$ cat src/rtl/matmul_tile_sequencer.sv
// matmul_tile_sequencer
// Sequences a tiled matrix multiply C = A x B over the systolic/accumulator
// core. For every output tile (row-major order) it walks the inner dimension
// in K_STEPS passes. For each pass it presents the RAM block addresses and
// restarts the core. It then captures the accumulated tile into a one-entry
// output buffer with a valid/ready handshake.
//
// Ports:
//   clk, rst_n        clock, asynchronous active-low reset
//   start             begin a full multiply (sampled only when idle)
//   systolic_finish   core finished the current pass
//   accumulator_done  core accumulated all passes of the current tile
//   core_out          core result word
//   counter_A/B       RAM block addresses for the A and B operands
//   core_rst_n        active-low restart of the systolic core
//   reset_acc         clear the accumulator for a new tile
//   out_data/row/col  captured tile result and its tile coordinates
//   out_last          captured tile is the final one
//   out_valid/ready   output handshake
//   busy, done        operation in progress / one-cycle completion pulse
//   err               sticky protocol error, cleared by an accepted start
module matmul_tile_sequencer #(
  parameter int WIDTH           = 16,
  parameter int CHUNK_SIZE      = 4,
  parameter int BLOCK_SIZE      = 2,
  parameter int INNER_DIMENSION = 4,
  parameter int ROW_SIZE_MAT_A  = 6,
  parameter int COL_SIZE_MAT_B  = 6,
  parameter int ADDR_WIDTH      = 16
) (
  input  logic                        clk,
  input  logic                        rst_n,
  input  logic                        start,
  input  logic                        systolic_finish,
  input  logic                        accumulator_done,
  input  logic [WIDTH*CHUNK_SIZE-1:0] core_out,
  output logic [ADDR_WIDTH-1:0]       counter_A,
  output logic [ADDR_WIDTH-1:0]       counter_B,
  output logic                        core_rst_n,
  output logic                        reset_acc,
  output logic [WIDTH*CHUNK_SIZE-1:0] out_data,
  output logic                        out_valid,
  input  logic                        out_ready,
  output logic [15:0]                 out_row,
  output logic [15:0]                 out_col,
  output logic                        out_last,
  output logic                        busy,
  output logic                        done,
  output logic                        err
);

  localparam int K_STEPS   = INNER_DIMENSION / BLOCK_SIZE;
  localparam int TILE_ROWS = ROW_SIZE_MAT_A / BLOCK_SIZE;
  localparam int TILE_COLS = COL_SIZE_MAT_B / BLOCK_SIZE;

  localparam logic [15:0] K_LAST   = 16'(K_STEPS - 1);
  localparam logic [15:0] ROW_LAST = 16'(TILE_ROWS - 1);
  localparam logic [15:0] COL_LAST = 16'(TILE_COLS - 1);

  typedef enum logic [2:0] {
    IDLE,
    LOAD,
    RUN,
    WAIT_ACC,
    ADVANCE,
    DONE
  } state_t;

  state_t      state;
  logic [15:0] k;
  logic [15:0] tile_row;
  logic [15:0] tile_col;
  logic [15:0] next_row;
  logic [15:0] next_col;
  logic        last_pass;
  logic        last_tile;
  logic        drain;
  logic        load_hold;
  logic        capture;
  logic        protocol_err;

  // Block address of pass 'step' for tile index 'tile' along one operand.
  function automatic logic [ADDR_WIDTH-1:0] block_addr(input logic [15:0] step,
                                                       input logic [15:0] tile);
    logic [31:0] sum;
    sum = 32'(step) + 32'(K_STEPS) * 32'(tile);
    return sum[ADDR_WIDTH-1:0];
  endfunction

  always_comb begin
    last_pass = (k == K_LAST);
    last_tile = (tile_row == ROW_LAST) && (tile_col == COL_LAST);
    drain     = out_valid && out_ready;
    // Before the last pass of a tile the buffer must be free (or freeing
    // now), otherwise the coming result would have nowhere to go.
    load_hold = last_pass && out_valid && !out_ready;
    capture   = ((state == RUN) && systolic_finish && last_pass && accumulator_done) ||
                ((state == WAIT_ACC) && accumulator_done);

    if (tile_col == COL_LAST) begin
      next_col = 16'd0;
      next_row = tile_row + 16'd1;
    end else begin
      next_col = tile_col + 16'd1;
      next_row = tile_row;
    end

    protocol_err = 1'b0;
    if (accumulator_done &&
        !(((state == RUN) && last_pass) || (state == WAIT_ACC)))
      protocol_err = 1'b1;
    if (systolic_finish &&
        ((state == IDLE) || (state == LOAD) || (state == WAIT_ACC) || (state == DONE)))
      protocol_err = 1'b1;
  end

  // Single state machine; every output is a register. The output buffer
  // update comes before the state case so a capture overrides a drain in
  // the same cycle, and the start-time clear of err overrides a new error.
  always_ff @(posedge clk or negedge rst_n) begin
    if (!rst_n) begin
      state      <= IDLE;
      k          <= 16'd0;
      tile_row   <= 16'd0;
      tile_col   <= 16'd0;
      counter_A  <= '0;
      counter_B  <= '0;
      core_rst_n <= 1'b0;
      reset_acc  <= 1'b0;
      out_data   <= '0;
      out_valid  <= 1'b0;
      out_row    <= 16'd0;
      out_col    <= 16'd0;
      out_last   <= 1'b0;
      busy       <= 1'b0;
      done       <= 1'b0;
      err        <= 1'b0;
    end else begin
      done <= 1'b0;
      if (protocol_err) err <= 1'b1;

      if (drain) out_valid <= 1'b0;
      if (capture) begin
        out_data  <= core_out;
        out_row   <= tile_row;
        out_col   <= tile_col;
        out_last  <= last_tile;
        out_valid <= 1'b1;
      end

      case (state)
        IDLE: begin
          if (start) begin
            k         <= 16'd0;
            tile_row  <= 16'd0;
            tile_col  <= 16'd0;
            counter_A <= '0;
            counter_B <= '0;
            reset_acc <= 1'b1;
            busy      <= 1'b1;
            err       <= 1'b0;
            state     <= LOAD;
          end
        end
        LOAD: begin
          if (!load_hold) begin
            core_rst_n <= 1'b1;
            reset_acc  <= 1'b0;
            state      <= RUN;
          end
        end
        RUN: begin
          if (systolic_finish) begin
            core_rst_n <= 1'b0;
            if (!last_pass) begin
              k         <= k + 16'd1;
              counter_A <= block_addr(k + 16'd1, tile_row);
              counter_B <= block_addr(k + 16'd1, tile_col);
              state     <= LOAD;
            end else if (accumulator_done) begin
              state <= ADVANCE;
            end else begin
              state <= WAIT_ACC;
            end
          end
        end
        WAIT_ACC: begin
          if (accumulator_done) state <= ADVANCE;
        end
        ADVANCE: begin
          k <= 16'd0;
          if (last_tile) begin
            tile_row <= 16'd0;
            tile_col <= 16'd0;
            busy     <= 1'b0;
            done     <= 1'b1;
            state    <= DONE;
          end else begin
            tile_row  <= next_row;
            tile_col  <= next_col;
            counter_A <= block_addr(16'd0, next_row);
            counter_B <= block_addr(16'd0, next_col);
            reset_acc <= 1'b1;
            state     <= LOAD;
          end
        end
        DONE: begin
          state <= IDLE;
        end
        default: begin
          state <= IDLE;
        end
      endcase
    end
  end

endmodule

$ cat config.mk
export PLATFORM = sky130hd
export DESIGN_NAME = matmul_tile_sequencer
export DESIGN_NICKNAME = d
export VERILOG_FILES = /design/src/rtl/matmul_tile_sequencer.sv
export SDC_FILE = /design/constraint.sdc
export NUM_CORES = 1
export LEC_CHECK = 0
export BUFFER_PORTS_ARGS = -buffer_cell sky130_fd_sc_hd__buf_2
export CORE_UTILIZATION = 51
export DETAILED_ROUTE_END_ITERATION = 10
export PLACE_DENSITY = 0.75
export SYNTH_ARGS = -nofsm -noshare
export SYNTH_HDL_FRONTEND = slang
export SYNTH_SLANG_ARGS = --single-unit
$ cat constraint.sdc
create_clock -name clk -period 4.1 [get_ports clk]
set_input_delay 0.82 -clock clk [delete_from_list [all_inputs] [get_ports clk]]
set_output_delay 0.82 -clock clk [all_outputs]
set_load 0.1 [all_outputs]
==> out/summary.txt <==
Worst Hold Class -> in2async
RSZ-0062 raised after global routing -> false
Final setup violation count -> 0
# nets final -> 1227
Vias in the first global route -> 7755
H-tree Lvls -> 4
Diode count -> 0
Global route overflow -> 0
Vias per cell -> 5.86
Post-synthesis net count -> 1041
Setup TNS -> 0 ns
Dpl hpwl -> 17900 um
CP bufs+invs -> 0
Tcrit/Tclk final -> 87.3%
Clk root buf -> clkbuf_16
I/O pins -> 205
Initial antenna violation count -> 0
Total setup buffers inserted after CTS -> 0
Setup Slack @ Placement -> 0.599 ns
Worst-margin pin slew -> 0.887 ns
Gr usage total -> 26.1%
Initial DRC count -> 612
Final non-filler cell total -> 1364
WHS -> 0.391 ns
Max-cap violations -> 0
Ys flop type -> dfrtp_1
Drt total wl -> 25000 um
Placer Congestion -> 0.895
CP endpoint kind -> flip-flop
Final hold vios -> 0
PortBufs -> 204
Remaining antenna violation count after routing -> 0
Post-synth EDFFs -> 0
CTS Hold Bufs -> 0
CTS tree -> done
Ratio of cells with drive above 1 in the final layout -> 31.6%
CTS buffer count -> 17
Slew HR -> 39.3%
Clock Path Buffers -> 2
Die area -> 19700 um^2
Fmax -> 0.279 GHz
Top delay family on crit path -> compound AO/OA/AOI/OAI gates
Cell count after synthesis -> 931
Core Region -> 18700 um^2
Skew final -> 0.0150 ns
Clock Latency Late Sink -> 0.44 ns
Synthesis Warnings -> 0
DRC Markers -> 0
Max FO, Critical Path -> 7
Synth async-reset ratio -> 100%
Number of gates resized after cts -> 0
Status -> finished clean
Crit path kind -> reg2reg
Count of cell types in the netlist -> 58
Fin. max-slew vios -> 0
Synth-to-Final Area Change -> 18.5%
Placed cell count -> 1332
Wire per inst -> 18.3 um
CP Cell Sequence -> ha_1 > nand3_1 > nor2_1 > xor2_1 > ha_1 > a2111oi_0 > o21ai_0 > a221oi_1 > a21oi_1 > xnor2_1 > o21ai_0
Setup crit start kind -> flip-flop
Worst EP required -> 4.39 ns
Drt pass-1 iters -> 7
Die Wd -> 140 um
Period minus WS final -> 3.58 ns
Initial Util -> 52.2%
Row cnt -> 50
Vias -> 7990
CTS Sinks -> 185
DIE HEIGHT -> 140 um
Slowest Stage Delay on Critical Path -> 0.48 ns
Largest net degree at the start of global routing -> 80
Share of the yosys chip area belonging to registers -> 47.4%
Clk slew on worst S/H paths -> 0.08 ns
Post-Syn Area -> 9760 um^2
Syn Area/Cell -> 10.5 um^2
Yosys reg bits -> 185
Arr. time, crit path -> 3.88 ns
First-pass GRT wire length -> 40300 um
Slowest library cell on the worst path -> a221oi_1
Final setup margin -> 0.519 ns
-- registers in the layout (all words and copies together) (netlist names) --
register    count
err             1
busy            1
state           3
out_col        16
out_valid       1
counter_A      16
tile_col       16
done            1
core_rst_n      1
out_row        16
k              16
counter_B      15
out_last        1
tile_row       16
out_data       64
reset_acc       1
-- cells in the mapped netlist, drive strengths merged, types with 2 or more instances --
library cell  number  area share [%]
o221ai             7            0.63
or2                3            0.19
dfrtp            185              47
nor4              13            0.83
a22o               3            0.27
o22a               3            0.27
and2               3            0.19
and4               5            0.47
nor3              16            0.87
a2111oi            3            0.27
or3                4            0.26
o21bai             6            0.46
nand4             10            0.64
xnor2             42             3.8
mux2              98              11
and3               5            0.32
nand3             26             1.3
fa                 2            0.41
inv               20            0.77
xor2              19             1.7
clkbuf            24            0.94
o2bb2ai            2            0.18
nor2              64             2.5
nor3b              5            0.38
buf               26             1.7
nor2b              4            0.26
o211ai             6            0.46
a2bb2oi            4            0.36
a31oi              6            0.38
o22ai              3            0.19
mux2i              5            0.51
o21ai             73             3.7
o21a              11            0.85
nand2             80             3.1
a21o              16             1.2
a21oi             47             2.4
a22oi              4            0.31
a221oi             6            0.60
nand2b             9            0.58
ha                38             4.9
o31ai             10            0.77
a211oi             9            0.69
-- routing by layer --
layer | global-route usage [%] | up-vias | part of all wire [%]
met3 | 5.78 | 45 | 6.7
met1 | 35.2 | 3912 | 44
li1 | - | 3737 | -
met5 | 0 | - | 0
met4 | 8.62 | 0 | 2.2
met2 | 41.7 | 296 | 47
-- cell type report --
| class | count | area, um^2 |
|---|---|---|
| multi-input cells | 676 | 4810 |
| inverters | 20 | 75.1 |
| flip-flops and latches | 185 | 4630 |
| fillers | 1527 | 7150 |
| repair buffers | 217 | 1150 |
| clock inverters | 13 | 148 |
| clock buffers | 19 | 453 |
| well taps | 234 | 293 |
-- cell families after synthesis --
group,Yosys count,share of synthesized area [%]
and+or+nand+nor,249,12.1
AOI/OAI and AO/OA,223,14.5
DFF,185,47.4
muxes,103,11.8
buffers and inverters,70,3.40
xor gates and xnor gates,61,5.48
adders and majority gates,40,5.28
-- path summary, 6_finish.rpt --
check,startpoint,end,slack [ns],cells past startpoint
max in group asynchronous,rst_n,out_col[5],2.80,2
setup / recovery,k[0],counter_B[15],0.52,11
setup reg to reg,k[0],counter_B[15],0.52,11
hold reg to reg,counter_B[10],counter_B[10],0.48,2
min in group clk,counter_B[10],counter_B[10],0.48,2
hold / removal,rst_n,out_row[10],0.39,1
-- layout by cell type, fill, tap and decap left out, drive strengths merged, types with 9 or more instances in the layout --
master	synthesis	final
nor4	13	13
a21oi	47	47
xnor2	42	42
o21ai	73	73
o31ai	10	10
o21a	11	11
nand2	80	80
buf	26	216
xor2	19	19
nand3	26	26
nor2	64	64
nand4	10	10
mux2	98	98
clkbuf	24	20
nor3	16	16
nand2b	9	9
a211oi	9	9
inv	20	28
a21o	16	16
dfrtp	185	185
ha	38	38
-- through the flow --
stage	instance area, um^2	utilization (%)
floorplan	9760	-
global placement	11000	58.6
detailed placement	11000	58.6
CTS	11600	61.8
global route	11600	61.8
finish	11600	61.8
Power is left out: the tool's default activity adds up to more than one toggle a clock period on the data nets, which glitch-free logic cannot reach.
